[src/rtl/delay_sched_pkg.sv]
// Shared types and defaults for the delay scheduler: FSM state encoding and
// the prescaler width helper.
package delay_sched_pkg;

    typedef enum logic [1:0] {
        IDLE  = 2'd0,
        COUNT = 2'd1,
        DONE  = 2'd2
    } state_e;

    localparam int unsigned NREQ_DEF     = 4;
    localparam int unsigned DW_DEF       = 16;
    localparam int unsigned PRESCALE_DEF = 50000;

    // Bits needed to hold a prescaler value in 0..prescale-1.
    function automatic int unsigned ps_width(input int unsigned prescale);
        return $clog2(prescale);
    endfunction

endpackage

[src/rtl/delay_scheduler_if.sv]
// Requester-side bundle of the delay scheduler: level requests and delays in,
// one-hot grant and completion pulses out.
interface delay_scheduler_if #(
    parameter int unsigned NREQ = delay_sched_pkg::NREQ_DEF,
    parameter int unsigned DW   = delay_sched_pkg::DW_DEF
);
    logic [NREQ-1:0]    req;
    logic [NREQ*DW-1:0] delay;
    logic [NREQ-1:0]    gnt;
    logic [NREQ-1:0]    done;
    logic               busy;
    logic               tick;

    modport master (output req, output delay, input gnt, input done, input busy, input tick);
    modport slave  (input req, input delay, output gnt, output done, output busy, output tick);
endinterface

[src/rtl/tick_prescaler.sv]
// Divides clk down to a tick: counts 0..PRESCALE-1 while enabled, with a
// synchronous clear; wrap_c flags the wrapping cycle, tick is its registered copy.
module tick_prescaler
    import delay_sched_pkg::*;
#(
    parameter int unsigned PRESCALE = PRESCALE_DEF
) (
    input  logic clk,
    input  logic rst_n,
    input  logic clear,
    input  logic en,
    output logic wrap_c,
    output logic tick
);
    localparam int unsigned PW = ps_width(PRESCALE);

    logic [PW-1:0] cnt;

    assign wrap_c = en && !clear && (cnt == PW'(PRESCALE - 1));

    always_ff @(posedge clk) begin
        if (!rst_n) begin
            cnt  <= '0;
            tick <= 1'b0;
        end else begin
            tick <= wrap_c;
            if (clear || wrap_c) begin
                cnt <= '0;
            end else if (en) begin
                cnt <= cnt + PW'(1);
            end
        end
    end
endmodule

[src/rtl/delay_scheduler.sv]
// Shares one prescaled time base and one delay down-counter among NREQ
// requesters, granted round-robin, with a one-cycle done pulse per service.
module delay_scheduler
    import delay_sched_pkg::*;
#(
    parameter int unsigned NREQ     = NREQ_DEF,
    parameter int unsigned DW       = DW_DEF,
    parameter int unsigned PRESCALE = PRESCALE_DEF
) (
    input  logic              clk,
    input  logic              rst_n,
    delay_scheduler_if.slave  bus
);
    localparam int unsigned IW = $clog2(NREQ);

    state_e          state;
    logic [IW-1:0]   ptr;
    logic [IW-1:0]   cur;
    logic [DW-1:0]   remaining;
    logic [NREQ-1:0] gnt_q;
    logic [NREQ-1:0] done_q;
    logic            busy_q;

    logic            sel_valid_c;
    logic [IW-1:0]   sel_idx_c;
    logic [DW-1:0]   sel_delay_c;
    logic            req_cur_c;
    logic            ps_clear_c;
    logic            ps_en_c;
    logic            wrap_c;
    logic            tick;

    function automatic logic [IW-1:0] ptr_next(input logic [IW-1:0] i);
        return (int'(i) == int'(NREQ) - 1) ? '0 : i + IW'(1);
    endfunction

    // Round-robin pick: first asserted request at or above ptr, wrapping.
    always_comb begin
        int j;
        sel_valid_c = 1'b0;
        sel_idx_c   = '0;
        j           = 0;
        for (int k = int'(NREQ) - 1; k >= 0; k--) begin
            j = int'(ptr) + k;
            if (j >= int'(NREQ)) begin
                j = j - int'(NREQ);
            end
            if (bus.req[j]) begin
                sel_valid_c = 1'b1;
                sel_idx_c   = IW'(j);
            end
        end
        sel_delay_c = bus.delay[int'(sel_idx_c)*DW +: DW];
    end

    assign req_cur_c  = bus.req[cur];
    assign ps_clear_c = (state == IDLE);
    // Stop the time base on the aborting cycle so no stray tick follows it.
    assign ps_en_c    = (state == COUNT) && req_cur_c;

    tick_prescaler #(
        .PRESCALE (PRESCALE)
    ) u_prescaler (
        .clk    (clk),
        .rst_n  (rst_n),
        .clear  (ps_clear_c),
        .en     (ps_en_c),
        .wrap_c (wrap_c),
        .tick   (tick)
    );

    // Service FSM with registered grant, done and busy.
    always_ff @(posedge clk) begin
        if (!rst_n) begin
            state     <= IDLE;
            ptr       <= '0;
            cur       <= '0;
            remaining <= '0;
            gnt_q     <= '0;
            done_q    <= '0;
            busy_q    <= 1'b0;
        end else begin
            done_q <= '0;
            case (state)
                IDLE: begin
                    if (sel_valid_c) begin
                        state     <= COUNT;
                        cur       <= sel_idx_c;
                        gnt_q     <= NREQ'(1) << sel_idx_c;
                        busy_q    <= 1'b1;
                        remaining <= (sel_delay_c == '0) ? DW'(1) : sel_delay_c;
                    end
                end
                COUNT: begin
                    if (!req_cur_c) begin
                        state  <= IDLE;
                        gnt_q  <= '0;
                        busy_q <= 1'b0;
                        ptr    <= ptr_next(cur);
                    end else if (wrap_c) begin
                        remaining <= remaining - DW'(1);
                        if (remaining == DW'(1)) begin
                            state  <= DONE;
                            gnt_q  <= '0;
                            done_q <= gnt_q;
                        end
                    end
                end
                DONE: begin
                    state  <= IDLE;
                    busy_q <= 1'b0;
                    ptr    <= ptr_next(cur);
                end
                default: begin
                    state <= IDLE;
                end
            endcase
        end
    end

    assign bus.gnt  = gnt_q;
    assign bus.done = done_q;
    assign bus.busy = busy_q;
    assign bus.tick = tick;
endmodule
[src/flat_wrapper.sv]
// flat-port wrapper written by rule: the top's interface ports become plain ports
module delay_scheduler_flat import delay_sched_pkg::*;
#(
    parameter int unsigned NREQ     = NREQ_DEF,
    parameter int unsigned DW       = DW_DEF,
    parameter int unsigned PRESCALE = PRESCALE_DEF
)
  (clk, rst_n, bus_req, bus_delay, bus_gnt, bus_done, bus_busy, bus_tick);
  delay_scheduler_if #(.NREQ(NREQ), .DW(DW)) bus_i ();
  input  logic clk;
  input  logic rst_n;
  input wire logic [$bits(bus_i.req)-1:0] bus_req;
  input wire logic [$bits(bus_i.delay)-1:0] bus_delay;
  output wire logic [$bits(bus_i.gnt)-1:0] bus_gnt;
  output wire logic [$bits(bus_i.done)-1:0] bus_done;
  output wire logic [$bits(bus_i.busy)-1:0] bus_busy;
  output wire logic [$bits(bus_i.tick)-1:0] bus_tick;
  assign bus_i.req = bus_req;
  assign bus_i.delay = bus_delay;
  assign bus_gnt = bus_i.gnt;
  assign bus_done = bus_i.done;
  assign bus_busy = bus_i.busy;
  assign bus_tick = bus_i.tick;
  delay_scheduler #(.NREQ(NREQ), .DW(DW), .PRESCALE(PRESCALE)) u_core (.clk(clk), .rst_n(rst_n), .bus(bus_i));
endmodule
[config.mk]
export PLATFORM = sky130hd
export DESIGN_NAME = delay_scheduler_flat
export DESIGN_NICKNAME = d
export VERILOG_FILES = /design/src/rtl/delay_sched_pkg.sv /design/src/rtl/delay_scheduler_if.sv /design/src/rtl/tick_prescaler.sv /design/src/rtl/delay_scheduler.sv /design/src/flat_wrapper.sv
export SDC_FILE = /design/constraint.sdc
export NUM_CORES = 1
export LEC_CHECK = 0
export CAP_MARGIN = 20
export CORE_MARGIN = 4
export CORE_UTILIZATION = 30
export CTS_CLUSTER_DIAMETER = 100
export DETAILED_ROUTE_END_ITERATION = 8
export SYNTH_ARGS = -nofsm -noshare
export SYNTH_HDL_FRONTEND = slang
export SYNTH_SLANG_ARGS = --single-unit
[constraint.sdc]
create_clock -name clk -period 3.48 [get_ports clk]
set_input_delay 0.696 -clock clk [delete_from_list [all_inputs] [get_ports clk]]
set_output_delay 0.696 -clock clk [all_outputs]
set_load 0.005 [all_outputs]
After elaboration in Yosys (flattened, before gate mapping)
Cells that the tools add are included.
Cells by class
  add/subtract/negate cells: 10
  order comparisons: 9
  equality and inequality tests: 11
  shift operators: 2
  mux-type cells: 47
  bitwise operators: 1
  reductions and logical operators: 18
Operators by type and width (count)
  less-than comparator 32 x 4 -> 1 bit, second input constant: 4
  two-way mux 32 bit: 4
  greater-or-equal comparator 32 x 4 -> 1 bit, second input constant: 3
  subtractor 32 x 4 -> 32 bit, second input constant: 3
  two-way mux 16 bit: 4
  variable part select 64 x 7 -> 16 bit: 1
  one-hot mux 16 bit (2 select lines): 1
  two-way mux 2 bit: 10
  adder 16 x 1 -> 16 bit, second input constant: 1
  equality test 16 x 1 -> 1 bit, second input constant: 1
  equality test 16 bit, second input constant: 1
  logical NOT 16 bit: 1
  two-way mux 4 bit: 4
  subtractor 16 x 1 -> 16 bit, second input constant: 1
  two-way mux 1 bit: 15
  binary-select mux 1 bit (select 2 bit): 5
  one-hot mux 2 bit (2 select lines): 2
  one-hot mux 4 bit (2 select lines): 1
  AND reduction 4 bit: 2
  adder 2 x 2 -> 3 bit, second input constant: 2
  inequality test 3 bit, second input constant: 2
  AND reduction 3 bit: 2
  AND reduction 5 bit: 1
  equality test 2 x 1 -> 1 bit, second input constant: 2
  other kinds (19): 25
Word-level totals
  flip-flop bits (word level): 48
  bits of input ports: 70
  output and inout port bits: 10
  logic and storage cells: 107

Logic depth before layout (Yosys ltp)
  depth after elaboration: 15
  depth in mapped cells: 12
  gate-level depth less buffers: 9

Cells and area by module
From an unflattened synthesis, not the netlist that was laid out.
Second synthesis, totals
  cells, all modules: 374
  area total of the unflattened synthesis: 3164.3 µm²
Modules (own cells, without submodules)
  delay_scheduler: times used 1, cells each 281, area each 2361.0 µm², sequential area each 620.6 µm²
  tick_prescaler: times used 1, cells each 93, area each 803.3 µm², sequential area each 340.3 µm²

Worst setup path after synthesis
No wires, ideal clock.
  path kind: input port to flip-flop
  start point: input port bus_req[0]
  end point: register u_core.remaining[0]
  setup time: 70 ps
  data arrival time: 2288 ps
  data required time: 3410 ps
  path slack: 1122 ps
  cell stages on the path: 11
  buffers on the path: 2
  path through: a21oi_1 -> o21a_1 -> o22a_1 -> buf_6 -> buf_6 -> mux2i_1 -> mux2i_1 -> nand4b_1 -> nor4_1 -> o21ai_1 -> a21boi_1
On the way
  longest elaborated chain between the ends: 12
  elaborated cells on any way between the ends: 34
  classes of those cells: eq/ne: 3; shift: 1; mux: 25; reduce/logical: 5
RTL lines
  start: declaration: line flat_wrapper.sv:12  | input wire logic [$bits(bus_i.req)-1:0] bus_req;
  binary-select mux 1 bit (select 2 bit): line delay_scheduler.sv:48  | if (bus.req[j]) begin
  two-way mux 1 bit (not written as such) (2 in series): line delay_scheduler.sv:48
  two-way mux 2 bit (4 in series): line delay_scheduler.sv:48
  variable part select 64 x 7 -> 16 bit: line delay_scheduler.sv:53  | sel_delay_c = bus.delay[int'(sel_idx_c)*DW +: DW];
  logical NOT 16 bit: line delay_scheduler.sv:91  | remaining <= (sel_delay_c == '0) ? DW'(1) : sel_delay_c;
  two-way mux 16 bit: line delay_scheduler.sv:91
  two-way mux 16 bit: line delay_scheduler.sv:86  | if (sel_valid_c) begin
  one-hot mux 16 bit (2 select lines): line delay_scheduler.sv:84  | case (state)
  end signal: assignment: line delay_scheduler.sv:91
  end signal: assignment: line delay_scheduler.sv:101  | remaining <= remaining - DW'(1);
  end: declaration: line delay_scheduler.sv:19  | logic [DW-1:0] remaining;
Parallel ways exist; a longest one is shown, timed or not. The select of a mux whose other input is x is not followed.
A chain may end at the register's enable or synchronous reset.

Worst setup path after layout
Ends and elaborated chain as after synthesis.

==> results.cfg <==
[status]
outcome = completed

[logic_synthesis]
async_reset_ff_share_pct = 0
synth_seq_cells = 48
synth_edf_count = 0
synth_ff_type = dfxtp_1
ys_seq_area_share_pct = 31.7
syn_area_sq_um = 3030
yosys_warnings = 0
syn_inst = 362
syn_avg_cell_area_sq_um = 8.37
synth_nets = 439
ys_types = 50

[placement]
dpl.cell_count = 564
io_buffers = 79
gp_congestion = 0.893
hpwl_microns = 6520

[layout]
diodes = 0
drive_gt1_share_pct = 7.29
area_growth_pct = 34.8
final_nets = 515
fillers = 1001
final-instance-count-excl-fill = 572

[timing]
fin_crit_sh_pct = 80.1
fin_skew_ns = 0.0137
rsz0062_at_grt = no
slew_headroom_pct = 47.3
hold_viol = 0
period_minus_slack_ns = 2.79
setup_tns_ns = 0
fmax_ghz = 0.359
finalMaxSlewViolations = 0
setup_viol = 0
tightest_slew_ns = 0.785

[grt]
grt_overflow = 0
antenna_found_initial = 0
grtUsageTotal_pct = 14.0
grt_start_max_net_pins = 39
grt_pass1_vias = 2756
grt_pass1_wl_microns = 13500

[setup_path]
critPathBufInv = 2
slowest_stage = clkdlybuf4s50_1
cp_top_family = buffers and inverters
regToRegSetupSlack_ns = 0.98
critPathMaxFanout = 18
cp.required_ns = 3.71
reg2regPathDepth = 6
path_common_cell = mux2i_1
criticalPathCategory = in2reg
crit_chain = clkdlybuf4s50_1 -> mux2i_1 -> nor2_1 -> nor3_4 -> buf_4 -> mux2i_1 -> mux2_2 -> nand4b_1 -> nor4_1 -> o21ai_1 -> a21boi_1
r2r-start = u_core.remaining[2]
start_kind = input port
slowest_delay_ns = 0.49
crit_arrival_ns = 3.02
reg2reg_to = u_core.remaining[13]
end_kind = flop

[pwr]
p_leak_nw = 1.48
p_per_area_nw_per_um2 = 485
peakVddDrop_uv = 185

[die]
dieArea_sq_um = 11800
placementRows = 36
coreArea_sq_um = 9820
initial_core_util_pct = 30.9
fp.dieW_microns = 109
boundaryPins = 80
die_h_microns = 109

[clock_network]
clock_latency_ns = 0.31
clkTransAtPathRegs_ns = 0.09
post_cts_resized = 0
cts_setup_buffers = 0
htreeDepth = 2
cts_buffer_depth = 2
ctsHoldBuffers = 0
cts_tree = done
numCtsBuffers = 5
clock-sinks = 48
root_buffer = clkbuf_8

[drt]
vias_per_cell = 5.04
route.detailed.wl_per_inst_microns = 14.8
ant_nets = 0
drt_iter0_markers = 205
drc_errors = 0
wirelength_microns = 8440
vias = 2884
drt_pass1_iterations = 5

[hold_path]
min_to = u_core.remaining[9]
hold_path.class = reg2reg
hold_depth = 2
min-delay-start = u_core.remaining[9]

[job]
drv_cap = 0
## final cells by class
class / instances / area (sq um) / area share (%)
clock buffer: 5 / 68.8 / 1.68
multi-input combinational: 288 / 1930 / 47.2
inverter: 8 / 30.0 / 0.735
sequential: 48 / 961 / 23.5
clock inverter: 3 / 68.8 / 1.68
timing repair buffer: 87 / 863 / 21.1
tap: 133 / 166 / 4.07
## per-layer routing
| metal | share of wire, % | routed length, microns | up-vias | global-route usage [%] |
|---|---|---|---|---|
| met4 | 1.0 | 88 | 0 | 3.43 |
| li1 | - | - | 1454 | - |
| met5 | 0 | 0 | - | 0 |
| met1 | 47 | 3970 | 1330 | 19.4 |
| met2 | 44 | 3730 | 94 | 22.1 |
| met3 | 7.8 | 659 | 6 | 3.16 |
## worst register-to-register path, stage by stage, from the launching register on
cell	delay, ns
dfxtp_1	0.37
or3_1	0.41
nor3_1	0.62
nand2_1	0.32
o32ai_1	0.48
a22oi_1	0.12
nor2b_1	0.13
## worst max-delay path by stage
stage	from	end	slack [ns]	cells after the start
2_1_floorplan	bus_req[0]	u_core.remaining[0]	1.12	11
3_3_place_gp	bus_req[0]	u_core.remaining[0]	0.45	11
3_5_place_dp	bus_req[0]	u_core.remaining[0]	0.39	11
4_1_cts	bus_req[0]	u_core.remaining[0]	0.68	11
5_1_grt	bus_req[0]	u_core.remaining[2]	0.47	8
6_report	bus_req[0]	u_core.remaining[0]	0.69	11
## cell usage in the layout, fill, tap and decap left out, types with 2 or more instances in the layout
| cell | instances |
|---|---|
| bufinv_16 | 2 |
| a211oi_1 | 2 |
| o21ai_1 | 5 |
| or3_1 | 6 |
| a32oi_1 | 2 |
| nand3_1 | 6 |
| nand2_1 | 38 |
| clkbuf_8 | 5 |
| and2_1 | 7 |
| nor3_1 | 8 |
| nor2b_1 | 16 |
| ha_1 | 7 |
| o21ai_0 | 15 |
| nor4_1 | 6 |
| a21boi_1 | 3 |
| o22ai_1 | 8 |
| and3_1 | 6 |
| o2bb2ai_1 | 2 |
| nand4_1 | 7 |
| inv_1 | 7 |
| dfxtp_1 | 48 |
| a21oi_1 | 23 |
| nor2_1 | 27 |
| o211a_1 | 3 |
| nand2b_1 | 5 |
| o21a_1 | 2 |
| buf_4 | 7 |
| xnor2_1 | 7 |
| mux2_2 | 13 |
| a22oi_1 | 8 |
| mux2i_1 | 36 |
| xor2_1 | 5 |
| clkdlybuf4s50_1 | 79 |
## logic make-up after synthesis
logic type               count (synthesis)  synth area share, %
AND/OR/NAND/NOR                        140                 23.6
adder cells (fa/ha/maj)                  7                 2.89
multiplexers                            50                 17.5
XOR/XNOR                                12                 3.47
buffers and inverters                   26                 4.67
flip-flops                              48                 31.7
AO/OA/AOI/OAI                           79                 16.2
## report_power, final
part           internal [mW]  switching (mW)
Sequential             0.617          0.0707
Clock                  0.289           0.196
Combinational          0.370           0.440
Total                   1.28           0.707
## metrics by stage
stage | hold slack, ns | setup WS, ns | area [sq um] | total power [mW] | utilization [%]
2_1_floorplan | 0.447 | 1.12 | 3030 | 1.25 | -
3_3_place_gp | 0.470 | 0.445 | 3950 | 1.50 | 40.2
3_5_place_dp | 0.478 | 0.394 | 3950 | 1.50 | 40.2
4_1_cts | 0.493 | 0.681 | 4090 | 1.99 | 41.6
5_1_grt | 0.521 | 0.472 | 4090 | 2.12 | 41.6
6_report | 0.491 | 0.691 | 4090 | 1.98 | 41.6
## state kept, by name, indices dropped and copies added (netlist names)
name                     flops
u_core.u_prescaler.tick      1
u_core.ptr                   2
u_core.u_prescaler.cnt      16
u_core.state                 2
u_core.cur                   2
u_core.remaining            16
u_core.bus.gnt               4
u_core.bus.busy              1
u_core.bus.done              4
## synth_stat cells (2+ instances only)
cell type / instances / area (sq um)
nand4_1: 7 / 43.8
mux2_2: 13 / 146
nor3_1: 8 / 40.0
a211oi_1: 2 / 15.0
nor2_1: 27 / 101
a21boi_1: 3 / 22.5
a21oi_1: 23 / 115
a32oi_1: 2 / 17.5
nor4_1: 6 / 37.5
o21ai_0: 15 / 75.1
clkbuf_1: 8 / 30.0
o21ai_1: 5 / 25.0
a22oi_1: 8 / 60.1
o211a_1: 3 / 30.0
or3_1: 6 / 37.5
dfxtp_1: 48 / 961
buf_2: 2 / 10.0
xnor2_1: 7 / 61.3
nand2_1: 38 / 143
nor2b_1: 16 / 100
inv_1: 7 / 26.3
and3_1: 6 / 37.5
o22ai_1: 8 / 50.1
nand3_1: 6 / 30.0
ha_1: 7 / 87.6
o21a_1: 2 / 15.0
nand2b_1: 5 / 31.3
buf_6: 5 / 56.3
buf_1: 2 / 7.51
mux2i_1: 36 / 360
and2_1: 7 / 43.8
o2bb2ai_1: 2 / 17.5
xor2_1: 5 / 43.8
Power figures use the tool's default switching activity.
